[src/rtl/bus_requester.sv]
// Per-core bus initiator: one active and one pending command; request held until grant.
// Optional grant-wait abort is enabled by defining BUS_REQUESTER_TIMEOUT_EN.
module bus_requester #(
  parameter int unsigned WIDTH   = 8,
  parameter int unsigned MAXWAIT = 16
) (
  input  logic             clk,
  input  logic             reset,
  input  logic             cpu_req,
  input  logic             cpu_we,
  input  logic [WIDTH-1:0] cpu_adr,
  input  logic [WIDTH-1:0] cpu_wdata,
  output logic             cpu_ready,
  output logic             cpu_done,
  output logic             cpu_err,
  output logic [WIDTH-1:0] cpu_rdata,
  output logic             request,
  input  logic             grant,
  output logic [WIDTH-1:0] adr,
  output logic [WIDTH-1:0] writedata,
  output logic             memwrite,
  input  logic [WIDTH-1:0] memdata
);

  typedef enum logic {IDLE, REQ} state_e;

  if (MAXWAIT < 1) begin : g_maxwait_check
    $error("bus_requester: MAXWAIT must be at least 1");
  end

  state_e             state_q, state_d;
  logic               a_we_q, a_we_d;
  logic [WIDTH-1:0]   a_adr_q, a_adr_d, a_wdata_q, a_wdata_d;
  logic               p_valid_q, p_valid_d, p_we_q, p_we_d;
  logic [WIDTH-1:0]   p_adr_q, p_adr_d, p_wdata_q, p_wdata_d;
  logic               ready_q, ready_d, done_q, done_d, err_d;
  logic [WIDTH-1:0]   rdata_q, rdata_d;
  logic               request_q, request_d, memwrite_q, memwrite_d;
  logic [WIDTH-1:0]   adr_q, adr_d, writedata_q, writedata_d;
  logic               accept, timeout;

`ifdef BUS_REQUESTER_TIMEOUT_EN
  localparam int unsigned WAITW = $clog2(MAXWAIT + 1);
  logic [WAITW-1:0] wait_q, wait_d;
  logic             err_q;
  assign timeout = (state_q == REQ) && !grant && (wait_q == WAITW'(MAXWAIT - 1));
`else
  assign timeout = 1'b0;
`endif

  assign accept = cpu_req && ready_q;

  always_comb begin
    state_d   = state_q;
    a_we_d    = a_we_q;
    a_adr_d   = a_adr_q;
    a_wdata_d = a_wdata_q;
    p_valid_d = p_valid_q;
    p_we_d    = p_we_q;
    p_adr_d   = p_adr_q;
    p_wdata_d = p_wdata_q;
    rdata_d   = rdata_q;
    done_d    = 1'b0;
    err_d     = 1'b0;
    case (state_q)
      IDLE: begin
        // A pending entry left behind by an abort is issued before new work.
        if (p_valid_q) begin
          {a_we_d, a_adr_d, a_wdata_d} = {p_we_q, p_adr_q, p_wdata_q};
          p_valid_d = 1'b0;
          state_d   = REQ;
        end else if (accept) begin
          {a_we_d, a_adr_d, a_wdata_d} = {cpu_we, cpu_adr, cpu_wdata};
          state_d = REQ;
        end
      end
      REQ: begin
        if (grant) begin
          done_d = 1'b1;
          if (!a_we_q) rdata_d = memdata;
          if (p_valid_q) begin
            {a_we_d, a_adr_d, a_wdata_d} = {p_we_q, p_adr_q, p_wdata_q};
            p_valid_d = 1'b0;
          end else if (accept) begin
            {a_we_d, a_adr_d, a_wdata_d} = {cpu_we, cpu_adr, cpu_wdata};
          end else begin
            state_d = IDLE;
          end
        end else begin
          if (accept) begin
            {p_we_d, p_adr_d, p_wdata_d} = {cpu_we, cpu_adr, cpu_wdata};
            p_valid_d = 1'b1;
          end
          if (timeout) begin
            done_d  = 1'b1;
            err_d   = 1'b1;
            state_d = IDLE;
          end
        end
      end
      default: state_d = IDLE;
    endcase
    // Outputs are registered from next-state values so they change on the same edge as the state.
    request_d   = (state_d == REQ);
    adr_d       = request_d ? a_adr_d : '0;
    writedata_d = request_d ? a_wdata_d : '0;
    memwrite_d  = request_d && a_we_d;
    ready_d     = !p_valid_d;
  end

`ifdef BUS_REQUESTER_TIMEOUT_EN
  assign wait_d = (state_q == REQ && state_d == REQ && !grant) ? wait_q + WAITW'(1) : '0;

  always_ff @(posedge clk or negedge reset) begin
    if (!reset) begin
      wait_q <= '0;
      err_q  <= 1'b0;
    end else begin
      wait_q <= wait_d;
      err_q  <= err_d;
    end
  end
  assign cpu_err = err_q;
`else
  assign cpu_err = 1'b0;
`endif

  always_ff @(posedge clk or negedge reset) begin
    if (!reset) begin
      state_q     <= IDLE;
      a_we_q      <= 1'b0;
      a_adr_q     <= '0;
      a_wdata_q   <= '0;
      p_valid_q   <= 1'b0;
      p_we_q      <= 1'b0;
      p_adr_q     <= '0;
      p_wdata_q   <= '0;
      ready_q     <= 1'b0;
      done_q      <= 1'b0;
      rdata_q     <= '0;
      request_q   <= 1'b0;
      adr_q       <= '0;
      writedata_q <= '0;
      memwrite_q  <= 1'b0;
    end else begin
      state_q     <= state_d;
      a_we_q      <= a_we_d;
      a_adr_q     <= a_adr_d;
      a_wdata_q   <= a_wdata_d;
      p_valid_q   <= p_valid_d;
      p_we_q      <= p_we_d;
      p_adr_q     <= p_adr_d;
      p_wdata_q   <= p_wdata_d;
      ready_q     <= ready_d;
      done_q      <= done_d;
      rdata_q     <= rdata_d;
      request_q   <= request_d;
      adr_q       <= adr_d;
      writedata_q <= writedata_d;
      memwrite_q  <= memwrite_d;
    end
  end

  assign cpu_ready = ready_q;
  assign cpu_done  = done_q;
  assign cpu_rdata = rdata_q;
  assign request   = request_q;
  assign adr       = adr_q;
  assign writedata = writedata_q;
  assign memwrite  = memwrite_q;

endmodule

[config.mk]
export PLATFORM = sky130hd
export DESIGN_NAME = bus_requester
export DESIGN_NICKNAME = d
export VERILOG_FILES = /design/src/rtl/bus_requester.sv
export SDC_FILE = /design/constraint.sdc
export NUM_CORES = 1
export LEC_CHECK = 0
export CAP_MARGIN = 20
export CORE_MARGIN = 3
export CORE_UTILIZATION = 47
export CTS_BUF_LIST = sky130_fd_sc_hd__clkbuf_2
export DETAILED_ROUTE_END_ITERATION = 6
export PLACE_DENSITY = 0.78
export SLEW_MARGIN = 15
export SYNTH_ARGS = -nofsm -noshare
export SYNTH_HDL_FRONTEND = slang
export SYNTH_SLANG_ARGS = --single-unit
export TNS_END_PERCENT = 20
[constraint.sdc]
create_clock -name clk -period 1.3 [get_ports clk]
set_input_delay 0.13 -clock clk [delete_from_list [all_inputs] [get_ports clk]]
set_output_delay 0.13 -clock clk [all_outputs]
set_load 0.02 [all_outputs]
Yosys cells after proc, flatten, opt, wreduce, memory -nomap -nowiden
Index checks and enable logic that the tools add are counted.
{ "totals": {"output_inout_bits": 29, "word_cells": 45, "register_bits": 63} }
{ "op_classes": {"reduce_logical": 5, "n_mux": 23, "bitwise_logic": 3} }
{ "ops": {"columns": ["op", "count"], "rows": [
  ["8-bit 2-to-1 mux", 8],
  ["8-bit case mux with 2 select lines", 2],
  ["1-bit 2-to-1 mux", 10],
  ["1-bit case mux with 2 select lines", 3],
  ["3-bit AND reduction", 2],
  ["1-bit inverter", 3],
  ["1-bit logical AND", 2],
  ["1-bit logical NOT", 1]
]} }

Depth between registers and ports, before layout
{ "logic_depth": {"ltp_word": 6, "ltp_mapped": 6, "mapped_depth_nobuf": 3} }

Worst setup path before layout
Ideal clock, no wire load.
{ "synth_timing": {"path_kind": "register -> register", "from": "register, netlist name request", "to": "register p_adr_q[0]", "path_stages_with_launch": 6, "period_less_slack_ps": 1484, "t_arrival_ps": 1359, "setup_ps": 125, "path_buffers": 2, "t_required_ps": 1175, "path_slack_ps": -184, "cell_sequence": "dfrtp_1 -> nor2b_2 -> buf_6 -> nand3_4 -> buf_6 -> mux2_4"} }
{ "synth_rtl": {"columns": ["element", "line_no", "text"], "rows": [
  ["end signal: assignment", "152", "p_adr_q <= p_adr_d;"],
  ["end: declaration", "35", "logic [WIDTH-1:0] p_adr_q, p_adr_d, p_wdata_q, p_wdata_d;"]
]} }

==> summary.txt <==
Worst setup path
  – Kind of critical path: flop to flop
  – Crit end category: flop
  – Reg2Reg Depth: 4
  – Crit Reg-Reg Startpoint: request
  – Critical path arrival: 1.64 ns
  – R2R Setup Slk: 0.006 ns
  – Setup crit start kind: flop
  – Worst r2r dst: p_wdata_q[5]
  – Crit Path Max Fanout: 11
  – Worst EP required: 1.64 ns

Timing
  – Skew final: 0.02013 ns
  – Final Hold Viols: 0
  – Setup violators final: 0
  – Slew Limit Fails: 0
  – Tcrit/Tclk final: 0.9956
  – Fmax: 0.7726 GHz
  – Unrepaired setup endpoints after global routing: yes
  – Setup WS post-layout: 0.005668 ns
  – WHS: 0.1735 ns
  – Min Tclk post-route: 1.294 ns

Yosys
  – Yosys top cell area share: 0.6137
  – Mapped cell area: 2569 sq um
  – Sequential fraction of the synthesis area: 0.6137
  – Post-synth top area cell: dfrtp_1
  – Synth Register Bits: 63
  – Mapped Cells: 180
  – Top cells by area, synth: dfrtp_1, a21o_1, mux2i_1
  – Synth Net Count: 209
  – Warnings from Yosys: 0
  – Distinct cells, synth: 18
  – Synthesized area per cell: 14.27 sq um

Floorplan
  – Die Y: 79.93 microns
  – CORE AREA: 5205 sq um
  – Die W: 79.93 microns
  – Initial Util: 0.4935
  – Die ar.: 6388 sq um
  – Row cnt: 26
  – I/O pin count: 58

Clock tree
  – Post-CTS Setup Bufs: 0
  – Worst-path clk slew: 0.17 ns
  – Skew-Pair Late Insertion Delay: 0.46 ns
  – CTS buffer count: 9
  – Clock root buffer: clkbuf_2
  – CTS H-Tree Depth: 3
  – Clock Sink Count: 63
  – CTS tree: yes
  – CTS max path bufs: 2

Finish
  – ANT cells: 0
  – Number of fill cells: 429
  – Synthesis-to-finish area growth: 28.98%
  – Share of cells above drive strength 1: 0.3686
  – Post-route insts no fill: 325
  – Core Util, Final: 0.6365
  – Final Cell Area: 3313 sq um
  – Nets@finish: 279

Power and ir drop
  – Power per cell area: 1644 nW/um^2
  – LEAKAGE: 0.001736 uW
  – Peak VDD IR: 1144 uV

Detailed routing
  – Detailed Route Iter0 Violations: 85
  – Pre-antenna DRT Iters: 4
  – DRC errors left: 0
  – Post-DRT Antenna Nets: 0
  – Avg WL per Cell: 15.40 microns
  – Via Count: 1622
  – Total detailed-routing wirelength: 5.004 mm
  – Vias per cell: 4.991

Placed design
  – Detail Placement HPWL: 3.386 mm
  – PortBufs: 56
  – Pre-CTS setup slack: -0.2223 ns
  – Placed inst area: 3296 sq um
  – Placed cell count: 308
  – Global placer's final weighted congestion: 0.7281

Global routing
  – Initial antenna violation count: 0
  – Largest net degree at the start of global routing: 64
  – GRT Residual Overflow: 0
  – GRT Util Overall: 0.1731
  – First-pass GRT wire length: 8.314 mm
  – Vias in the first global route: 1764

Min path
  – Hold crit path type: primary input to async pin

Status
  – Run status: finished, final reports clean

Flow run
  – Total of max-cap violations: 0
==> per-layer routing <==
layer	share of wire	global-route usage	wire (microns)	vias up
li1	-	-	-	771
met1	0.44	0.2193	2188	811
met2	0.50	0.2748	2520	34
met3	0.044	0.04176	220	6
met4	0.015	0.08953	75	0
met5	0	0	0	-
==> power breakdown <==
group	switching, uW	internal (uW)	leakage (uW)
Sequential	249	2470	0.000767
Clock	669	446	0.0000731
Combinational	793	820	0.000896
==> state kept, by name (all words and copies together), names as in the netlist <==
signal,cells
a_adr_q,8
a_wdata_q,8
a_we_q,1
adr,8
cpu_done,1
cpu_rdata,8
cpu_ready,1
memwrite,1
p_adr_q,8
p_valid_q,1
p_wdata_q,8
p_we_q,1
request,1
writedata,8
==> logic make-up after synthesis <==
kind of cell	synth area share
AND/OR/NAND/NOR	0.05699
AO/OA/AOI/OAI	0.1013
other	0.001460
buffers and inverters	0.03604
multiplexers	0.1904
flip-flops	0.6137
==> worst max path at each step <==
stage,endpoint,startpoint,cells after the start,slack (ns)
floorplan,p_adr_q[0],request,5,-0.11
global placement,cpu_rdata[5],grant,5,-0.17
detailed placement,cpu_rdata[4],grant,5,-0.22
CTS,writedata[0],writedata[0],1,-0.01
global route,p_wdata_q[5],request,4,-0.03
finish,p_wdata_q[5],request,4,0.006
==> cell usage in the layout (no fill, tap or decap) <==
cell	netlist	layout
a21o_1	34	34
a21oi_2	0	1
and2_1	1	1
buf_12	0	4
buf_2	5	17
buf_4	3	9
buf_6	3	2
bufinv_16	0	1
clkbuf_2	0	22
clkdlybuf4s15_2	0	1
clkdlybuf4s50_1	0	27
clkinv_1	0	1
clkinv_2	0	3
conb_1	1	1
dfrtp_1	63	62
dfrtp_2	0	1
dlygate4sd3_1	0	1
inv_1	1	1
mux2_2	15	15
mux2_4	10	10
mux2i_1	17	17
nand2_1	1	1
nand2b_1	4	4
nand3_4	1	1
nor2b_4	0	1
nor3_1	17	11
nor3_2	0	6
==> timing repair <==
| item | in CTS | in global routing |
|---|---|---|
| gates resized for setup | 75 | 33 |
| hold buffers | 1 | 0 |
| endpoints found under the hold margin | 63 | 0 |
| pin swaps | 0 | 1 |
| endpoints found under the setup margin | 28 | 80 |
==> cells in the mapped netlist <==
cell	n
mux2_2	15
conb_1	1
nor3_1	17
dfrtp_1	63
nor2b_2	1
nand3_4	1
a21o_1	34
nand2b_1	4
mux2i_1	17
a21oi_1	1
nand2_1	1
and2_1	1
mux2_4	10
buf_6	3
inv_1	1
buf_4	3
clkbuf_1	2
buf_2	5
==> critical path: stages (launching register included) <==
cell     delay, ns
dfrtp_2       0.42
nor2b_4       0.19
nand3_4       0.10
buf_12        0.16
mux2_4        0.30
==> stage by stage <==
step | total power [uW] | setup TNS, ns
detailed placement | 4580 | -9.282
CTS | 5612 | -0.01339
global route | 5768 | -0.3618
global placement | 4506 | -7.298
finish | 5448 | 0
floorplan | 3758 | -1.440
==> area by class of cell <==
class,count,area [sq um],share of cell area
well taps,70,87.58,0.02644
inverters,1,3.754,0.001133
multi-input cells,103,938.4,0.2832
clock inverters,5,48.80,0.01473
repair buffers,72,601.8,0.1816
clock buffers,11,55.05,0.01662
flip-flops and latches,63,1578,0.4762
No activity file was read; power rests on OpenSTA's default activity.
